==> src/rtl/cpu_pkg.sv <==
// Shared CPU datapath constants, funct codes and the ID/EX pipeline bundle.
// Latency: n/a (types and constants only).
// Backpressure: n/a.
package cpu_pkg;

    localparam int XLEN = 32;   // datapath width
    localparam int RAW  = 5;    // register-index width, also the shift-amount width

    localparam logic [5:0] FUNCT_SLL = 6'b000000;
    localparam logic [5:0] FUNCT_SRL = 6'b000010;
    localparam logic [5:0] FUNCT_SRA = 6'b000011;
    localparam logic [5:0] FUNCT_ADD = 6'b100000;
    localparam logic [5:0] FUNCT_SUB = 6'b100010;
    localparam logic [5:0] FUNCT_AND = 6'b100100;
    localparam logic [5:0] FUNCT_OR  = 6'b100101;
    localparam logic [5:0] FUNCT_SLT = 6'b101010;

    // Everything ID hands to EX. rs/rt indices travel along so EX can forward.
    typedef struct packed {
        logic            valid;
        logic            regWrite;
        logic            memRead;
        logic [5:0]      funct;
        logic [RAW-1:0]  rd;
        logic [RAW-1:0]  rs;
        logic [RAW-1:0]  rt;
        logic [RAW-1:0]  shamt;
        logic [XLEN-1:0] rsData;
        logic [XLEN-1:0] rtData;
    } idEx_t;

    // All-zero bundle: no write, no load, index 0 everywhere, so nothing forwards.
    localparam idEx_t BUBBLE = '0;

endpackage

==> src/rtl/id_ex_stage_fwd_mux.sv <==
// Operand forwarding mux: picks EX/MEM, then MEM/WB, then register-file data.
// Latency: combinational.
// Backpressure: none.
// Ports: idx (source register index), regData (registered RF value),
//        exmem*/memwb* (stage write-enable, destination, result), fwdData (selected value).
module fwd_mux #(
    parameter int XLEN = 32,
    parameter int RAW  = 5
) (
    input  logic [RAW-1:0]  idx,
    input  logic [XLEN-1:0] regData,
    input  logic            exmemRegWrite,
    input  logic [RAW-1:0]  exmemRd,
    input  logic [XLEN-1:0] exmemResult,
    input  logic            memwbRegWrite,
    input  logic [RAW-1:0]  memwbRd,
    input  logic [XLEN-1:0] memwbResult,
    output logic [XLEN-1:0] fwdData
);

    logic exmemHit;
    logic memwbHit;

    // r0 is hard-wired zero, so a pending write to it must never be forwarded.
    assign exmemHit = exmemRegWrite && (exmemRd != '0) && (exmemRd == idx);
    assign memwbHit = memwbRegWrite && (memwbRd != '0) && (memwbRd == idx);

    // The younger producer (EX/MEM) holds the newer value, so it wins.
    always_comb begin
        fwdData = regData;
        if (exmemHit) begin
            fwdData = exmemResult;
        end else if (memwbHit) begin
            fwdData = memwbResult;
        end
    end

endmodule

==> src/rtl/id_ex_stage.sv <==
// ID/EX pipeline register with load-use hazard bubble, flush, and EX-side forwarding.
// Latency: 1 cycle ID->EX register; forwarded operands combinational on EX contents.
// Backpressure: stall holds PC and IF/ID for one cycle per load-use hazard; flush overrides it.
// Ports: id_* (decoded instruction), flush (branch taken), exmem_*/memwb_* (forwarding sources),
//        stall (hold front end), ex_* (registered controls, shifter dataA/dataB, ALU rs operand).
module id_ex_stage
    import cpu_pkg::*;
(
    input  logic            clk,
    input  logic            rst_n,
    input  logic            id_valid,
    input  logic [XLEN-1:0] id_rs_data,
    input  logic [XLEN-1:0] id_rt_data,
    input  logic [RAW-1:0]  id_rs,
    input  logic [RAW-1:0]  id_rt,
    input  logic [RAW-1:0]  id_rd,
    input  logic [RAW-1:0]  id_shamt,
    input  logic [5:0]      id_funct,
    input  logic            id_reg_write,
    input  logic            id_mem_read,
    input  logic            flush,
    input  logic            exmem_reg_write,
    input  logic [RAW-1:0]  exmem_rd,
    input  logic [XLEN-1:0] exmem_result,
    input  logic            memwb_reg_write,
    input  logic [RAW-1:0]  memwb_rd,
    input  logic [XLEN-1:0] memwb_result,
    output logic            stall,
    output logic            ex_valid,
    output logic            ex_reg_write,
    output logic            ex_mem_read,
    output logic [RAW-1:0]  ex_rd,
    output logic [5:0]      ex_funct,
    output logic [XLEN-1:0] ex_dataA,
    output logic [XLEN-1:0] ex_dataB,
    output logic [XLEN-1:0] ex_rs_fwd
);

    idEx_t exReg;
    idEx_t idBundle;
    logic  hz;
    logic  bubble;

    // A load in EX cannot forward its data in time for a dependent instruction in ID.
    assign hz = exReg.valid && exReg.memRead && (exReg.rd != '0) && id_valid
             && ((exReg.rd == id_rs) || (exReg.rd == id_rt));

    // A flushed instruction is discarded anyway, so there is nothing to hold.
    assign stall  = hz && !flush;
    assign bubble = hz || flush || !id_valid;

    always_comb begin
        idBundle          = BUBBLE;
        idBundle.valid    = id_valid;
        idBundle.regWrite = id_reg_write;
        idBundle.memRead  = id_mem_read;
        idBundle.funct    = id_funct;
        idBundle.rd       = id_rd;
        idBundle.rs       = id_rs;
        idBundle.rt       = id_rt;
        idBundle.shamt    = id_shamt;
        idBundle.rsData   = id_rs_data;
        idBundle.rtData   = id_rt_data;
    end

    // Whole-bundle load or whole-bundle bubble; never a partial update.
    always_ff @(posedge clk or negedge rst_n) begin
        if (!rst_n) begin
            exReg <= BUBBLE;
        end else if (bubble) begin
            exReg <= BUBBLE;
        end else begin
            exReg <= idBundle;
        end
    end

    fwd_mux #(.XLEN(XLEN), .RAW(RAW)) u_fwdRt (
        .idx           (exReg.rt),
        .regData       (exReg.rtData),
        .exmemRegWrite (exmem_reg_write),
        .exmemRd       (exmem_rd),
        .exmemResult   (exmem_result),
        .memwbRegWrite (memwb_reg_write),
        .memwbRd       (memwb_rd),
        .memwbResult   (memwb_result),
        .fwdData       (ex_dataA)
    );

    fwd_mux #(.XLEN(XLEN), .RAW(RAW)) u_fwdRs (
        .idx           (exReg.rs),
        .regData       (exReg.rsData),
        .exmemRegWrite (exmem_reg_write),
        .exmemRd       (exmem_rd),
        .exmemResult   (exmem_result),
        .memwbRegWrite (memwb_reg_write),
        .memwbRd       (memwb_rd),
        .memwbResult   (memwb_result),
        .fwdData       (ex_rs_fwd)
    );

    assign ex_valid     = exReg.valid;
    assign ex_reg_write = exReg.regWrite;
    assign ex_mem_read  = exReg.memRead;
    assign ex_rd        = exReg.rd;
    assign ex_funct     = exReg.funct;
    // Shift amount is only RAW bits wide, so the shifter never sees more than 31.
    assign ex_dataB     = {{(XLEN-RAW){1'b0}}, exReg.shamt};

endmodule

==> config.mk <==
export PLATFORM = sky130hd
export DESIGN_NAME = id_ex_stage
export DESIGN_NICKNAME = d
export VERILOG_FILES = /design/src/rtl/cpu_pkg.sv /design/src/rtl/id_ex_stage_fwd_mux.sv /design/src/rtl/id_ex_stage.sv
export SDC_FILE = /design/constraint.sdc
export NUM_CORES = 1
export LEC_CHECK = 0
export ABC_AREA = 0
export CAP_MARGIN = 10
export CORE_MARGIN = 4
export CORE_UTILIZATION = 42
export CTS_BUF_LIST = sky130_fd_sc_hd__clkbuf_8 sky130_fd_sc_hd__clkbuf_16
export DETAILED_ROUTE_END_ITERATION = 10
export GPL_TIMING_DRIVEN = 0
export PLACE_DENSITY = 0.84
export SYNTH_ARGS = -nofsm -noshare
export SYNTH_HDL_FRONTEND = slang
export SYNTH_SLANG_ARGS = --single-unit
==> constraint.sdc <==
create_clock -name clk -period 3.3 [get_ports clk]
set_input_delay 0.825 -clock clk [delete_from_list [all_inputs] [get_ports clk]]
set_output_delay 0.825 -clock clk [all_outputs]
set_load 0.005 [all_outputs]
# Yosys cells after proc, flatten, opt, wreduce, memory -nomap -nowiden
# Index checks and enable logic that the tools add are counted.
[classes]
n_lt_le_gt_ge = 0
n_reduce_logical = 19
mul = 0
n_bitwise = 0
add_sub_neg = 0
mux = 5
eq_ne = 6
shift = 0
n_div = 0
[ops]
columns = ["operator", "n"]
rows = [
  ["$mux W32", 4],
  ["$mux W93", 1],
  ["$eq A5 B5 Y1", 6],
  ["$reduce_bool A5 Y1", 3],
  ["$logic_and A1 B1 Y1", 11],
  ["$logic_or A1 B1 Y1", 3],
  ["$logic_not A1 Y1", 2],
]
[word_totals]
elab_cells = 40
in_bits = 172
mem_bits_rw = 0
register_bits = 93
latch_bits = 0
memories = 0
mem_bits_ro = 0
output_inout_bits = 111

# Longest topological paths before layout
# Gate-level depths: netlist of the first run.
[depth]
word_depth = 7
depth_mapped = 6
ltp_nobuf = 4

# Hierarchy
# Synthesis of the first run repeated with hierarchy kept, for this count alone.
[hier_totals]
hier_cells = 744
hier_area_um2 = 6157.2
[modules_own_cells]
columns = ["mod", "n_inst", "seq_area_each_um2", "cells_per_inst", "area_per_inst_um2"]
rows = [
  ["id_ex_stage", 1, 2327.2, 374, 3822.4],
  ["fwd_mux", 2, 0.0, 185, 1167.4],
]

# Worst setup path after synthesis of the first run
# No wires, ideal clock.
[synth_path]
path_kind = "input to output"
from = "in memwb_rd[0]"
to = "out ex_dataA[10]"
path_buffers = 1
slack_ns = 0.386
cell_stages = 5
arrival_time_ns = 2.089
required_ns = 2.475
path_cell_list = "or4_4 > o21ai_4 > buf_6 > o31ai_1 > a31oi_1"
[synth_between]
elab_chain_cells = 5
word_cells_on_any_way = 6
cone_classes = "1 x eq/ne; 2 x mux; 3 x reduce/logical"
[synth_lines]
columns = ["element", "line", "source"]
rows = [
  ["from (decl)", "id_ex_stage.sv:26", "input logic [RAW-1:0] memwb_rd,"],
  ["$reduce_bool A5 Y1", "id_ex_stage_fwd_mux.sv:26", "assign memwbHit = memwbRegWrite && (memwbRd != '0) && (memwbRd == idx);"],
  ["$logic_and A1 B1 Y1", "id_ex_stage_fwd_mux.sv:26", ""],
  ["$logic_and A1 B1 Y1 *", "id_ex_stage_fwd_mux.sv:26", ""],
  ["$mux W32 *", "id_ex_stage_fwd_mux.sv:33", "end else if (memwbHit) begin"],
  ["$mux W32 *", "id_ex_stage_fwd_mux.sv:31", "if (exmemHit) begin"],
  ["to (decl)", "id_ex_stage.sv:34", "output logic [XLEN-1:0] ex_dataA,"],
]
# Every way passes the cells marked *; elsewhere a longest branch is shown, timed or not.

# Worst setup path after layout of the first run
[layout_path]
from = "in exmem_rd[4]"
to = "out ex_dataA[10]"
[layout_between]
elab_chain_cells = 4
word_cells_on_any_way = 5
cone_classes = "1 x eq/ne; 1 x mux; 3 x reduce/logical"
[layout_lines]
columns = ["element", "line", "source"]
rows = [
  ["from (decl)", "id_ex_stage.sv:23", "input logic [RAW-1:0] exmem_rd,"],
  ["$reduce_bool A5 Y1", "id_ex_stage_fwd_mux.sv:25", "assign exmemHit = exmemRegWrite && (exmemRd != '0) && (exmemRd == idx);"],
  ["$logic_and A1 B1 Y1", "id_ex_stage_fwd_mux.sv:25", ""],
  ["$logic_and A1 B1 Y1 *", "id_ex_stage_fwd_mux.sv:25", ""],
  ["$mux W32 *", "id_ex_stage_fwd_mux.sv:31", ""],
]
# Marks and branches as above.

==> impl_metrics.csv, run 1 <==
group,metric,value,unit
worst_hold_path,hold_class,"in2async",
sta,finalCritPeriodShare,103,%
sta,slew_viol_final,0,
drt,wl,26400,um
power,power.switching,0.989,mW
die,die_w,127,um
global_route,busiest_layer,"met2",
power,power_density,307,nW/um^2
drt,routed-via-count,7320,
drt,firstDrtPassIters,5,
drt,drcViolationCount,0,
run_status,violations,"setup timing",
cts,postCtsHoldBufs,0,
sta,whs,0.376,ns
place,port_buffers,255,
logic_synthesis,yosysWarnings,0,
sta,worst_slack,-0.115,ns
cts,root_buffer,"clkbuf_16",
setup_path,r2r_cells,7,
setup_path,ff2ff_setup_slack,1.21,ns
die,rows,43,
place,postPlaceCellArea,8860,sq um
logic_synthesis,avgSynthCellArea,8.18,sq um
die,die_area,16200,sq um
power,p_sw_share,30.9,%
final_layout,drive_gt1_share,31.1,%
power,ir_drop,0.298,mV
logic_synthesis,async_flop_share,100,%
logic_synthesis,synth_edf_count,0,
drt,ant_nets,0,
global_route,grt_first_pass_wirelength,38700,um
final_layout,fin_area,10500,sq um
drt,vias_per_cell,5.91,
setup_path,worstPathMaxFanout,8,
global_route,gr-usage-all-layers,30.5,%
global_route,antenna_found_initial,2,
run_status,outcome,"finished, violations left",
final_layout,area_growth,75.2,%
power,power_frac_seq,37.8,%
sta,max_freq,0.293,GHz
final_layout,final_util,75.3,%
power,clockPowerShare,31.5,%
final_layout,nets,1225,
global_route,grt_max_degree,69,
power,internal-power,2.22,mW
global_route,grt_remaining_overflow,0,
cts,cts_tree,"done",
die,die_h,127,um
drt,drt-initial-drc-count,784,
cts,path_clk_slew,0.06,ns
power,combPwrFrac,30.6,%
setup_path,worstSetupStartpointType,"input pin",
setup_path,required,2.47,ns
flow_run,maxCapViolCount,0,
cts,htree_levels,3,
cts,cts_buffers,9,
sta,fin_worst_skew,0.00774,ns
setup_path,cp-end-kind,"output port",
logic_synthesis,netlist_instances,729,
logic_synthesis,synth.ff_latch_count,93,
die,start_util,43.0,%
global_route,grtUsageMet3,7.57,%
setup_path,worst_r2r_endpoint,"exReg[54]",
sta,rsz0062_at_grt,"true",
global_route,met1_usage,36.6,%
setup_path,startpoint,"exmem_rd[4]",
global_route,grt_pass1_vias,7177,
power,total_power,3.20,mW
cts,cts.sinks,93,
sta,maxSlewHeadroom,53.5,%
logic_synthesis,synth_cell_types,30,
cts,clk_latency,0.35,ns
die,pin_count,283,
setup_path,r2r-start,"ex_rd[0]",
place,dp_hpwl,17900,um
sta,hold_violations,0,
sta,min_period,3.42,ns
logic_synthesis,synth_top_flop_cell,"dfrtp_1",
setup_path,crit_arrival,2.59,ns
power,p_leak,4.29,nW
logic_synthesis,synth_area,5960,sq um
final_layout,antenna_cells,0,
drt,wl_per_cell,21.3,um
global_route,met2_usage,52.1,%
logic_synthesis,ys_seq_area_share,39.0,%
place,place_ws,-1.27,ns
cts,cts_buffer_depth,2,
final_layout,layout_commonest_cell,"clkdlybuf4s50_1",
sta,tightest_slew,0.697,ns
sta,setup-violations-final,50,
die,coreArea,13900,sq um
setup_path,path_class,"in2out",
final_layout,final_cell_mix,"175 x clkdlybuf4s50_1, 93 x dfrtp_1, 84 x nand2_1, 83 x a21oi_1, 69 x buf_2",
place,gp_congestion,0.905,
[per-layer routing]
layer / vias up / wire length (um)
met5: - / 23
met4: 4 / 1090
met3: 109 / 2610
met2: 486 / 13000
met1: 3449 / 9680
li1: 3272 / -
[sequential cells by signal, summed over array words and instances (netlist names)]
name / flops
ex_reg_write: 1
ex_rd: 5
ex_funct: 6
ex_valid: 1
ex_mem_read: 1
ex_dataB: 5
exReg: 74
[synth_stat cells (2+ instances only)]
| library cell | instances | area share (%) |
|---|---|---|
| dfrtp_1 | 93 | 39 |
| a21oi_1 | 84 | 7.0 |
| nand2_1 | 84 | 5.3 |
| nor3_1 | 67 | 5.6 |
| clkbuf_1 | 66 | 4.2 |
| nand4_1 | 66 | 6.9 |
| a31oi_1 | 64 | 6.7 |
| o31ai_1 | 64 | 8.1 |
| buf_4 | 44 | 5.5 |
| xnor2_1 | 20 | 2.9 |
| buf_2 | 14 | 1.2 |
| a211oi_1 | 10 | 1.3 |
| inv_1 | 10 | 0.63 |
| xor2_1 | 10 | 1.5 |
| buf_6 | 6 | 1.1 |
| buf_1 | 4 | 0.25 |
| nand3_1 | 3 | 0.25 |
| nor2_1 | 3 | 0.19 |
| o211ai_2 | 2 | 0.42 |
| or2_1 | 2 | 0.21 |
| or2_2 | 2 | 0.21 |
| or3_1 | 2 | 0.21 |
| or4_4 | 2 | 0.38 |
[cell type report]
cell class	instances	area, sq um
Fill cell	986	3430
Tap cell	180	225
Clock inverter	5	33.8
Clock buffer	11	253
Timing Repair Buffer	294	2720
Sequential cell	93	2330
Multi-Input combinational cell	518	3900
Inverter	10	37.5
Buffer	127	953
[kinds of logic after synthesis]
kind of cell    Yosys count  share of synthesized area (%)
xor+xnor                 30                           4.41
buf+inv                 144                           12.9
other cells               1                         0.0629
flops                    93                           39.0
simple gates            234                           19.6
compound gates          227                           24.0
[critical path: stages]
cell and delay [ns]:
buf_8 0.10, or4_4 0.57, o211ai_4 0.22, buf_6 0.14, or2_1 0.11, buf_6 0.17, buf_8 0.13, buf_6 0.10
a31oi_4 0.08, buf_2 0.15
[what timing repair did]
action | CTS | global route
pin swaps | 55 | 23
gates cloned | 8 | 1
setup endpoints to repair | 65 | 64
resized for setup | 509 | 79
buffers inserted | 23 | 9
hold endpoints to repair | 0 | 0
[how the worst max path moves through the flow]
| stage | end | slack, ns | cells past startpoint |
|---|---|---|---|
| 4_1_cts | ex_rs_fwd[3] | -0.1 | 9 |
| 3_3_place_gp | exReg[47] | -2.00 | 1 |
| 6_report | ex_dataA[10] | -0.12 | 10 |
| 2_1_floorplan | ex_dataA[10] | 0.39 | 5 |
| 3_5_place_dp | ex_rs_fwd[23] | -1.27 | 7 |
| 5_1_grt | ex_dataA[10] | -0.13 | 10 |
[power by group through the flow]
| stage | clock network, mW | registers (mW) | logic (mW) |
|---|---|---|---|
| 6_report | 1.01 | 1.21 | 0.982 |
| 5_1_grt | 1.05 | 1.22 | 1.04 |
| 4_1_cts | 1.02 | 1.21 | 0.914 |
| 3_5_place_dp | 0 | 1.22 | 0.806 |
| 3_3_place_gp | 0 | 1.22 | 0.797 |
| 2_1_floorplan | 0 | 1.22 | 0.336 |
[metrics by stage]
stage	instances	TNS [ns]
after floorplan	755	0
after global placement	1190	-258.86
after detailed placement	1191	-73.18
after CTS	1234	-1.43
after global routing	1238	-3.96
final	1238	-2.30
(Power assumes the default switching activity.)
==> run 2, diff against run 1 <==
CAP_MARGIN = not set   (was 10)
CORE_UTILIZATION = 40   (was 42)
PLACE_DENSITY = 0.81   (was 0.84)
==> impl_metrics.csv, run 2 (same netlist as run 1, synthesis figures left out) <==
group,metric,value,unit
global_route,met1_usage,35.9,%
final_layout,final_util,71.9,%
sta,min_period,3.41,ns
global_route,antenna_found_initial,0,
cts,cts.sinks,93,
drt,drcViolationCount,0,
final_layout,final-seq-area,2330,sq um
power,power_density,326,nW/um^2
setup_path,cp-end-kind,"output port",
die,pin_count,283,
sta,whs,0.471,ns
sta,tightest_slew,0.768,ns
setup_path,worstPathMaxFanout,7,
place,place_ws,-1.37,ns
die,rows,44,
sta,setup-violations-final,28,
place,postPlaceCellArea,8870,sq um
drt,drt-initial-drc-count,856,
final_layout,layout_commonest_cell,"clkdlybuf4s50_1",
final_layout,multi_input_area,3790,sq um
place,dp_hpwl,18500,um
die,die_w,130,um
final_layout,top_register,"exReg",
global_route,met2_usage,50.7,%
setup_path,r2r_cells,7,
global_route,grt_max_degree,50,
cts,path_clk_slew,0.07,ns
sta,hold_violations,0,
sta,fin_worst_skew,0.00945,ns
run_status,outcome,"finished, violations left",
die,start_util,40.9,%
drt,wl_per_cell,21.8,um
sta,finalCritPeriodShare,103,%
setup_path,worst_r2r_endpoint,"exReg[54]",
power,p_leak,4.36,nW
cts,postCtsHoldBufs,0,
drt,wl,27400,um
sta,worst_slack,-0.112,ns
final_layout,fin_cells,1253,
worst_hold_path,hold_class,"in2async",
place,gp_congestion,0.920,
die,die_area,16900,sq um
sta,maxSlewHeadroom,48.8,%
sta,finalSetupTns,-1.41,ns
final_layout,antenna_cells,0,
final_layout,final_cell_mix,"177 x clkdlybuf4s50_1, 93 x dfrtp_1, 84 x nand2_1, 83 x a21oi_1, 75 x buf_4",
setup_path,ff2ff_setup_slack,1.22,ns
global_route,busiest_layer,"met2",
final_layout,fin_area,10500,sq um
global_route,grt_pass1_vias,7156,
setup_path,required,2.47,ns
place,port_buffers,255,
global_route,grt_first_pass_wirelength,39100,um
drt,vias_per_cell,5.98,
die,coreArea,14600,sq um
drt,firstDrtPassIters,5,
power,ir_drop,0.292,mV
final_layout,fillCellCount,1047,
run_status,violations,"setup timing",
cts,clk_latency,0.35,ns
final_layout,drive_gt1_share,31.2,%
setup_path,r2r-start,"ex_rd[0]",
setup_path,worstSetupStartpointType,"input pin",
cts,htree_levels,3,
sta,slew_viol_final,0,
global_route,gr-usage-all-layers,29.9,%
place,dpl.cell_count,1195,
setup_path,path_class,"in2out",
final_layout,largest_reg_flops,74,
power,total_power,3.42,mW
cts,cts_tree,"done",
sta,max_freq,0.293,GHz
final_layout,area_growth,75.8,%
cts,cts_buffer_depth,2,
cts,root_buffer,"clkbuf_16",
global_route,grt_remaining_overflow,0,
final_layout,nets,1236,
setup_path,crit_arrival,2.59,ns
global_route,grtUsageMet3,9.25,%
drt,routed-via-count,7488,
cts,cts_buffers,9,
sta,rsz0062_at_grt,"true",
die,die_h,130,um
flow_run,maxCapViolCount,0,
drt,ant_nets,0,
-- run 2: worst max-delay path, stage by stage --
cell      delay [ns]
buf_8           0.10
or4_4           0.57
o211ai_4        0.20
buf_12          0.13
or2_1           0.10
buf_6           0.15
buf_12          0.12
buf_16          0.12
a31oi_1         0.09
buf_2           0.16
-- run 2: timing repair --
action                                  in CTS  in global routing
cloned                                       9                  1
buffers inserted                            32                 10
gates resized for setup                    484                 92
endpoints found under the setup margin      65                 64
pin swaps                                   41                 22
-- run 2: power by group --
part           switching [mW]  internal [mW]  total [mW]
Combinational           0.503          0.498        1.00
Sequential             0.0288           1.18        1.21
Clock                   0.488          0.717        1.20
-- run 2: cell type report --
| type | instances | area share [%] |
|---|---|---|
| buffer | 128 | 8.89 |
| clock buffer | 11 | 2.41 |
| clock inverter | 5 | 0.847 |
| inverter | 10 | 0.358 |
| multi-input combinational | 518 | 36.2 |
| sequential | 93 | 22.2 |
| tap | 184 | 2.20 |
| timing repair buffer | 304 | 26.9 |
-- run 2: how the worst max path moves through the flow --
stage          slack, ns   startpoint  depth (start not counted)            end
2_1_floorplan       0.39  memwb_rd[0]                          5   ex_dataA[10]
3_3_place_gp       -2.04        rst_n                          1      exReg[46]
3_5_place_dp       -1.37  memwb_rd[4]                          7  ex_rs_fwd[24]
4_1_cts             -0.1  exmem_rd[0]                         10  ex_rs_fwd[24]
5_1_grt            -0.15  exmem_rd[4]                         10  ex_rs_fwd[20]
6_report           -0.11  exmem_rd[4]                         10   ex_dataA[21]
-- run 2: per-layer routing --
metal  wire length (um)  vias up  part of all wire [%]
met5                  0        -                     0
met4               1050        0                   3.8
met3               3220      120                    12
met2              13500      558                    49
met1               9600     3509                    35
li1                   -     3301                     -
==> run 3, diff against run 2 <==
ABC_AREA = not set   (was 0)
==> results of run 3 <==
Same layout as run 2: the final DEF is identical, and so are final timing and power.
